**src/rtl/processador_pkg.sv**
```systemverilog
// processador_pkg: opcodes, fetch-state encoding and default widths shared by the processor blocks
package processador_pkg;
  localparam int PC_WIDTH_DEF    = 8;
  localparam int INSTR_WIDTH_DEF = 16;
  localparam logic [3:0] OP_HALT = 4'b1111;
  localparam logic [3:0] OP_BEQ  = 4'b1011;
  localparam logic [3:0] OP_BNE  = 4'b1100;
  typedef enum logic [1:0] {OCIOSO, BUSCA, PRONTO, PARADO} estado_busca_t;
endpackage

```
**src/rtl/busca_instrucao_if.sv**
```systemverilog
// busca_instrucao_if: req/ack instruction-memory bus between the fetch unit and memory
interface busca_instrucao_if #(
  parameter int PC_WIDTH    = processador_pkg::PC_WIDTH_DEF,
  parameter int INSTR_WIDTH = processador_pkg::INSTR_WIDTH_DEF
);
  logic                   mem_req;
  logic [PC_WIDTH-1:0]    mem_addr;
  logic                   mem_ack;
  logic [INSTR_WIDTH-1:0] mem_rdata;
  modport master (output mem_req, mem_addr, input mem_ack, mem_rdata);
  modport slave  (input mem_req, mem_addr, output mem_ack, mem_rdata);
endinterface

```
**src/rtl/contador_programa.sv**
```systemverilog
// contador_programa: PC register with next-PC mux and a one-entry pending write held while a fetch is in flight
module contador_programa #(
  parameter int PC_WIDTH = processador_pkg::PC_WIDTH_DEF
) (
  input  logic                clk,
  input  logic                rst,
  input  logic                wr_en,
  input  logic                fonte,
  input  logic [PC_WIDTH-1:0] alvo,
  input  logic                defer,
  output logic [PC_WIDTH-1:0] pc
);
  logic [PC_WIDTH-1:0] pc_q, pc_d, pend_q, pend_d, novo;
  logic                pend_v_q, pend_v_d;
  always_comb begin
    novo     = fonte ? alvo : PC_WIDTH'(pc_q + 1'b1);
    // a direct write outside a fetch takes priority over a pending value released at the same edge
    pc_d     = defer ? pc_q : wr_en ? novo : pend_v_q ? pend_q : pc_q;
    pend_v_d = defer & (pend_v_q | wr_en);
    pend_d   = (defer & wr_en) ? novo : pend_q;
  end
  always_ff @(posedge clk or posedge rst)
    if (rst) begin
      pc_q     <= '0;
      pend_q   <= '0;
      pend_v_q <= 1'b0;
    end else begin
      pc_q     <= pc_d;
      pend_q   <= pend_d;
      pend_v_q <= pend_v_d;
    end
  assign pc = pc_q;
endmodule

```
**src/rtl/busca_instrucao.sv**
```systemverilog
// busca_instrucao: instruction fetch FSM and IR, issuing req/ack fetches and applying control PC-write strobes
module busca_instrucao
  import processador_pkg::*;
#(
  parameter int PC_WIDTH    = PC_WIDTH_DEF,
  parameter int INSTR_WIDTH = INSTR_WIDTH_DEF
) (
  input  logic                   clk,
  input  logic                   rst,
  input  logic                   EscIR,
  input  logic                   EscCP,
  input  logic                   EscCondCP,
  input  logic                   FonteCP,
  input  logic                   zero,
  input  logic [PC_WIDTH-1:0]    alvo_cp,
  busca_instrucao_if.master      mem,
  output logic [INSTR_WIDTH-1:0] instr,
  output logic [3:0]             opcode,
  output logic [PC_WIDTH-1:0]    pc,
  output logic                   instr_valid,
  output logic                   ocupado,
  output logic                   parado
);
  estado_busca_t          state_q, state_d;
  logic [INSTR_WIDTH-1:0] ir_q, ir_d;
  logic [PC_WIDTH-1:0]    mem_addr_q, mem_addr_d;
  logic                   mem_req_q, mem_req_d, instr_valid_q, instr_valid_d;
  logic                   launch, accept, pc_we;
  assign launch = (state_q == OCIOSO || state_q == PRONTO) && EscIR;
  assign accept = (state_q == BUSCA) && mem.mem_ack;
  assign pc_we  = (EscCP | (EscCondCP & zero)) && state_q != PARADO;
  always_ff @(posedge clk or posedge rst)
    if (rst) begin
      state_q       <= OCIOSO;
      ir_q          <= '0;
      mem_addr_q    <= '0;
      mem_req_q     <= 1'b0;
      instr_valid_q <= 1'b0;
    end else begin
      state_q       <= state_d;
      ir_q          <= ir_d;
      mem_addr_q    <= mem_addr_d;
      mem_req_q     <= mem_req_d;
      instr_valid_q <= instr_valid_d;
    end
  always_comb begin
    state_d = state_q == PARADO ? PARADO :
              state_q == BUSCA  ? (!mem.mem_ack ? BUSCA :
                                   mem.mem_rdata[INSTR_WIDTH-1 -: 4] == OP_HALT ? PARADO : PRONTO) :
              launch ? BUSCA : state_q;
  end
  always_comb begin
    mem_req_d     = launch | (state_q == BUSCA && !mem.mem_ack);
    mem_addr_d    = launch ? pc : mem_addr_q;
    ir_d          = accept ? mem.mem_rdata : ir_q;
    instr_valid_d = accept ? 1'b1 : launch ? 1'b0 : instr_valid_q;
  end
  contador_programa #(.PC_WIDTH(PC_WIDTH)) u_cp (
    .clk   (clk),
    .rst   (rst),
    .wr_en (pc_we),
    .fonte (FonteCP),
    .alvo  (alvo_cp),
    .defer (state_q == BUSCA),
    .pc    (pc)
  );
  assign mem.mem_req  = mem_req_q;
  assign mem.mem_addr = mem_addr_q;
  assign instr        = ir_q;
  assign opcode       = ir_q[INSTR_WIDTH-1 -: 4];
  assign instr_valid  = instr_valid_q;
  assign ocupado      = state_q == BUSCA;
  assign parado       = state_q == PARADO;
endmodule

```
**src/flat_wrapper.sv**
```systemverilog
// flat-port wrapper written by rule: the top's interface ports become plain ports
module busca_instrucao_flat import processador_pkg::*;
#(
  parameter int PC_WIDTH    = PC_WIDTH_DEF,
  parameter int INSTR_WIDTH = INSTR_WIDTH_DEF
)
  (clk, rst, EscIR, EscCP, EscCondCP, FonteCP, zero, alvo_cp, instr, opcode, pc, instr_valid, ocupado, parado, mem_mem_req, mem_mem_addr, mem_mem_ack, mem_mem_rdata);
  busca_instrucao_if #(.PC_WIDTH(PC_WIDTH), .INSTR_WIDTH(INSTR_WIDTH)) mem_i ();
  input  logic clk;
  input  logic rst;
  input  logic EscIR;
  input  logic EscCP;
  input  logic EscCondCP;
  input  logic FonteCP;
  input  logic zero;
  input  logic [PC_WIDTH-1:0] alvo_cp;
  output logic [INSTR_WIDTH-1:0] instr;
  output logic [3:0] opcode;
  output logic [PC_WIDTH-1:0] pc;
  output logic instr_valid;
  output logic ocupado;
  output logic parado;
  output wire logic [$bits(mem_i.mem_req)-1:0] mem_mem_req;
  output wire logic [$bits(mem_i.mem_addr)-1:0] mem_mem_addr;
  input wire logic [$bits(mem_i.mem_ack)-1:0] mem_mem_ack;
  input wire logic [$bits(mem_i.mem_rdata)-1:0] mem_mem_rdata;
  assign mem_mem_req = mem_i.mem_req;
  assign mem_mem_addr = mem_i.mem_addr;
  assign mem_i.mem_ack = mem_mem_ack;
  assign mem_i.mem_rdata = mem_mem_rdata;
  busca_instrucao #(.PC_WIDTH(PC_WIDTH), .INSTR_WIDTH(INSTR_WIDTH)) u_core (.clk(clk), .rst(rst), .EscIR(EscIR), .EscCP(EscCP), .EscCondCP(EscCondCP), .FonteCP(FonteCP), .zero(zero), .alvo_cp(alvo_cp), .mem(mem_i), .instr(instr), .opcode(opcode), .pc(pc), .instr_valid(instr_valid), .ocupado(ocupado), .parado(parado));
endmodule
```
**config.mk**
```make
export PLATFORM = sky130hd
export DESIGN_NAME = busca_instrucao_flat
export DESIGN_NICKNAME = d
export VERILOG_FILES = /design/src/rtl/processador_pkg.sv /design/src/rtl/busca_instrucao_if.sv /design/src/rtl/contador_programa.sv /design/src/rtl/busca_instrucao.sv /design/src/flat_wrapper.sv
export SDC_FILE = /design/constraint.sdc
export NUM_CORES = 1
export LEC_CHECK = 0
export CAP_MARGIN = 25
export CORE_MARGIN = 3
export CORE_UTILIZATION = 45
export DETAILED_ROUTE_END_ITERATION = 8
export GPL_ROUTABILITY_DRIVEN = 0
export PLACE_DENSITY = 0.92
export SLEW_MARGIN = 40
export SYNTH_ARGS = -nofsm -noshare
export SYNTH_HDL_FRONTEND = slang
export SYNTH_SLANG_ARGS = --single-unit
```
**constraint.sdc**
```tcl
create_clock -name clk -period 2 [get_ports clk]
set_clock_uncertainty 0.2 [all_clocks]
set_input_delay 0.3 -clock clk [delete_from_list [all_inputs] [get_ports clk]]
set_output_delay 0.3 -clock clk [all_outputs]
set_load 0.02 [all_outputs]
```
# ---- Word-level counts from Yosys, hierarchy flattened
# Cells that the tools add are included.
dict set report classes {
  reduce_logical 11
  eq_ne 5
  n_mul 0
  magnitude_cmp 0
  n_addsub 1
  n_bitwise 7
  shifts 0
  n_div 0
  mux 10
}
# cell count
set op_table {}
lappend op_table {{$mux 8} 3}
lappend op_table {{$add 8x1->8 const B} 1}
lappend op_table {{$mux 2} 4}
lappend op_table {{$eq 2x2->1 const B} 2}
lappend op_table {{$eq 4x4->1 const B} 1}
lappend op_table {{$logic_and 1x1->1} 4}
lappend op_table {{$reduce_bool 2->1} 2}
lappend op_table {{$and 1x1->1} 3}
lappend op_table {{$mux 1} 3}
lappend op_table {{$or 1x1->1} 3}
lappend op_table {{$reduce_bool 3->1} 1}
lappend op_table {{$eq 2x1->1 const B} 1}
lappend op_table {{$logic_not 2->1} 1}
lappend op_table {{$ne 2x2->1 const B} 1}
lappend op_table {{$reduce_and 2->1} 1}
lappend op_table {{$logic_not 1->1} 1}
lappend op_table {{$logic_or 1x1->1} 1}
lappend op_table {{$not 1->1} 1}
dict set report word_totals {
  mem_bits_rw 0
  latchBits 0
  memories 0
  reg_bits 45
  output_inout_bits 40
  rom_bits 0
  wordCells 42
  input_bits 32
}

# ---- Longest topological paths before layout
dict set report depth {
  word_depth 6
  depth_mapped 6
  mapped_depth_nobuf 5
}

# ---- By module
# From an unflattened synthesis, not the netlist that was laid out.
dict set report hier_totals {
  cells_unflattened 185
  hier_area_um2 2153.3
}
# mod area_per_inst_um2 cells_each seq_area_each_um2 n_inst
set modules_own_cells {}
lappend modules_own_cells {busca_instrucao 1152.4 75 700.7 1}
lappend modules_own_cells {contador_programa 1001.0 110 425.4 1}

# ---- Least setup slack after synthesis
# Ideal clock, no wire load.
dict set report synth_timing {
  kind {register -> register}
  start {register u_core.u_cp.pc_q[2], in the netlist u_core.u_cp.pc[2]}
  end {register u_core.u_cp.pend_q[7]}
  period_less_slack_ns 1.753
  required_time_ns 1.679
  path_buffers 1
  setup_time_ns 0.121
  arrival_ns 1.432
  path_slack_ns 0.247
  path_stages_with_launch 6
  cell_sequence {dfrtp_1 buf_2 nand4_2 o21ai_1 or3b_1 a22o_1}
}
dict set report synth_via {
  elab_chain_cells 2
}
# item line_no
set synth_lines {}
lappend synth_lines {{start: declaration} contador_programa.sv:13} ;# logic [PC_WIDTH-1:0] pc_q, pc_d, pend_q, pend_d, novo;
lappend synth_lines {{start signal: assignment} contador_programa.sv:28} ;# pc_q <= pc_d;
lappend synth_lines {{$add 8x1->8} contador_programa.sv:16} ;# novo = fonte ? alvo : PC_WIDTH'(pc_q + 1'b1);
lappend synth_lines {{$mux 8} contador_programa.sv:16}
lappend synth_lines {{end signal: assignment} contador_programa.sv:29} ;# pend_q <= pend_d;
lappend synth_lines {{end: declaration} contador_programa.sv:13}
# No other way between the ends.
# A chain may end at the register's enable or synchronous reset.

# ---- Worst setup path after layout
dict set report layout_timing {
  start {register u_core.u_cp.pc_q[5], in the netlist u_core.u_cp.pc[5]}
  end {output port pc[5]}
}
# item line_no
set layout_lines {}
lappend layout_lines {{end: declaration} flat_wrapper.sv:19} ;# output logic [PC_WIDTH-1:0] pc;
# No word-level cell between the ends.

==> results.md <==
- Final count of hold timing violations: 0
- Wire length of the first global-routing pass: 8510 um
- Normalized max-slew margin: 0.619
- Post-synth net total: 216
- Net Switching: around 1.9 mW
- Num Clock Sinks: 45
- Antenna-violating nets left: 0
- Longest individual stage delay on the worst path: around 0.65 ns
- Avg Synthesized Cell Area: approximately 11 um^2
- Fin crit period: 1.92 ns
- Vias: approximately 1,700
- TritonCTS clock tree: built
- Crit path kind: flop to output port
- Total wire length after detailed routing: slightly above 5000 um
- Data required time of the worst path: ~1.5 ns
- Slowest stage cell on the critical path: sky130_fd_sc_hd__clkdlybuf4s50_1
- Clock buffer depth: 2
- Count of mapped cells out of synthesis: approximately 180
- Die Outline Area: approximately 5400 um^2
- Share of the yosys chip area belonging to registers: 0.549
- Total congestion overflow after global routing: 0
- Total number of H-tree levels: 2
- Std-Cell Core Area: roughly 4200 um^2
- Least-Margin Pin Slew: between 0.5 and 0.6 ns
- Floorplan row count: 23
- CTS root buf: sky130_fd_sc_hd__clkbuf_8
- DRT iter0 DRCs: around 130
- Total leakage power: around 1.3 nW
- DRC violations left: 0
- Count of pins on the block boundary: 72
- Crit path arrival time: between 1 and 1.5 ns
- Die boundary height: between 70 and 80 um
- CP Depth: 1
- Fmax: roughly 0.52 GHz
- Sequential standard cell area: about 1100 um^2
- Fraction of power consumed by combinational cells: 0.507
- Number of enable flip-flop cells after synthesis: 0
- NumNets Final: just under 300
- Starting density of the core: 0.488
- Maximum capacitance violations: 0
- Drt first pass iters: 4
- Area taken by multi-input logic gates: 842 um^2
- Vias in the first global route: ~1,800
- Number of diodes: 0
- Final Max Slew Viols: 0
- Number of cell instances on the worst register-to-register path: 5
- Clock power frac: 0.138
- Sum of buffers and inverters on the critical path: 1
- Period utilisation layout: 0.960
- Startpoint class of the critical path: flop
- Overall power of the completed layout: roughly 4.9 mW
- Insertion delay to the later sink of the worst-skew pair: around 0.30 ns
- Worst-path cell chain: clkdlybuf4s50_1
- Hold buffer count at CTS: 0
- Core Util, Final: 0.700
- Initial antenna violation count: 0
- Post-synth ARST share: 1.00
- Cell area after synthesis: between 2000 and 2500 um^2
- Maximum number of pins on one net before global-route repair: 31
- Global routing usage summed across all routing layers: 0.207
- Number of distinct standard cells referenced by the synthesized netlist: 38
- Layout cell share with drive strength beyond 1: 0.167
- Power density over cell area: roughly 1700 nW/um^2
- Number of input and output port buffers inserted: between 70 and 80
- Worst hold-check path type: primary input to async pin
- Worst-case vdd ir drop: a little over 0.9 mV
- Die width: between 70 and 80 um
- Setup TNS after final layout: 0 ns
- Synth-to-Final Area Change: 43.4%
- Number of synthesized register bits: 45
- HPWL after detailed placement: just under 4000 um
- Number of setup violations in the final report: 0
- Critical path capture point type: output port
- Most used flip-flop cell after synthesis: sky130_fd_sc_hd__dfrtp_1
- Internal: 3.00 mW
- Switching share of total power: 0.393
- Max FO, Critical Path: 6
- Worst hold margin: roughly 0.090 ns
- Number of CTS-inserted buffers: 5
- Warning count from the yosys run: 0
- Sequential power share: 0.355
- Vias/cell: ~5.6
- Outcome: completed
- RSZ-0062 raised after global routing: false
- Number of fillers in the final layout: slightly above 300
- Kind of cell adding the most delay to the critical path: buffers and inverters
- Clock transition at the registers of the reported paths: about 0.080 ns
- Drt wl/cell: roughly 17 um
-- layer usage --
layer,global-route usage,vias to the layer above,share of wire
met1,0.246,843,0.38
met5,0,-,0
li1,-,791,-
met3,0.0547,7,0.073
met2,0.371,80,0.54
met4,0.0483,0,0.012
-- area by class of cell --
cell class | count | area share
clock inverters | 2 | 0.0132
flip-flops and latches | 45 | 0.384
clock buffers | 6 | 0.0247
repair buffers | 76 | 0.264
well taps | 50 | 0.0213
inverters | 6 | 0.00765
multi-input cells | 122 | 0.286
-- kinds of logic (layout without fill, tap and decap cells) --
| logic type | Yosys count | after routing | synth area share |
|---|---|---|---|
| adders and majority gates | 1 | 1 | 0.00610 |
| and+or+nand+nor | 48 | 48 | 0.114 |
| xor gates and xnor gates | 3 | 3 | 0.0128 |
| buffers and inverters | 16 | 90 | 0.0409 |
| muxes | 26 | 26 | 0.142 |
| DFF | 45 | 45 | 0.549 |
| AOI/OAI and AO/OA | 44 | 44 | 0.135 |
-- cell usage in the layout (no fill, tap or decap), drive strengths merged, types with 2 or more instances in the layout --
master / n
dlygate4sd2: 2
a22oi: 3
inv: 6
nand4: 2
o21ai: 16
nand2b: 5
o211ai: 2
a21bo: 2
dlymetal6s2s: 2
buf: 5
nand3: 5
clkdlybuf4s50: 67
o21a: 2
nand2: 19
mux2: 25
a22o: 2
xnor2: 3
o31ai: 2
nor2: 9
dfrtp: 45
a21oi: 9
clkbuf: 6
nor3: 3
-- power groups by stage --
stage / registers, mW / clock network [mW] / logic [mW]
after CTS: 1.75 / 0.698 / 2.53
final: 1.75 / 0.684 / 2.51
after detailed placement: 1.76 / 0 / 2.53
after global placement: 1.73 / 0 / 2.45
after floorplan: 2.07 / 0 / 1.08
after global routing: 1.81 / 0.741 / 2.69
-- sequential cells by signal, summed over array words and instances (netlist names) --
register / flops
u_core.instr: 16
u_core.state_q: 2
u_core.u_cp.pend_v_q: 1
u_core.mem.mem_req: 1
u_core.mem.mem_addr: 8
u_core.instr_valid: 1
u_core.u_cp.pc: 8
u_core.u_cp.pend_q: 8
-- path summary, 6_finish.rpt --
| path | from | endpoint | slack [ns] |
|---|---|---|---|
| setup / recovery | u_core.u_cp.pc[5] | pc[5] | 0.08 |
| hold / removal | rst | u_core.instr[3] | 0.09 |
| setup reg to reg | u_core.u_cp.pc[0] | u_core.u_cp.pc[6] | 0.17 |
| hold reg to reg | u_core.u_cp.pend_q[1] | u_core.u_cp.pend_q[1] | 0.30 |
| max in group asynchronous | rst | u_core.u_cp.pc[3] | 1.01 |
| min in group clk | u_core.u_cp.pend_q[1] | u_core.u_cp.pend_q[1] | 0.30 |
-- synth_stat cells (2+ instances only) --
master	n	area (um^2)
sky130_fd_sc_hd__a21oi_1	9	45.0
sky130_fd_sc_hd__a22o_1	2	17.5
sky130_fd_sc_hd__a22oi_1	3	22.5
sky130_fd_sc_hd__buf_2	4	20.0
sky130_fd_sc_hd__buf_4	5	37.5
sky130_fd_sc_hd__dfrtp_1	45	1130
sky130_fd_sc_hd__inv_1	6	22.5
sky130_fd_sc_hd__mux2_2	25	282
sky130_fd_sc_hd__nand2_1	18	67.6
sky130_fd_sc_hd__nand2b_1	5	31.3
sky130_fd_sc_hd__nand3_1	5	25.0
sky130_fd_sc_hd__nor2_1	9	33.8
sky130_fd_sc_hd__nor3_1	3	15.0
sky130_fd_sc_hd__o211ai_1	2	15.0
sky130_fd_sc_hd__o21a_1	2	15.0
sky130_fd_sc_hd__o21ai_0	15	75.1
sky130_fd_sc_hd__o31ai_1	2	15.0
sky130_fd_sc_hd__xnor2_1	3	26.3
-- timing repair --
item / CTS / global route
pin swaps: 0 / 0
setup buffers: 0 / 0
setup endpoints to repair: 3 / 3
gates resized for setup: 3 / 3
-- worst register-to-register path, delay by kind of cell, from the launching register on --
family	cells	cell delay (ns)
AO/OA/AOI/OAI	3	0.64
buffers and inverters	1	0.07
flip-flops	1	0.50
adder cells (fa/ha/maj)	1	0.28
-- metrics by stage --
step / area (um^2) / instances / setup WS [ns]
after floorplan: 2050 / 183 / 0.247
after global placement: 2830 / 299 / 0.108
after detailed placement: 2830 / 299 / 0.0519
after CTS: 2940 / 307 / 0.0121
after global routing: 2940 / 307 / 0.00447
final: 2940 / 307 / 0.0808
No activity file was read; power rests on OpenSTA's default activity.
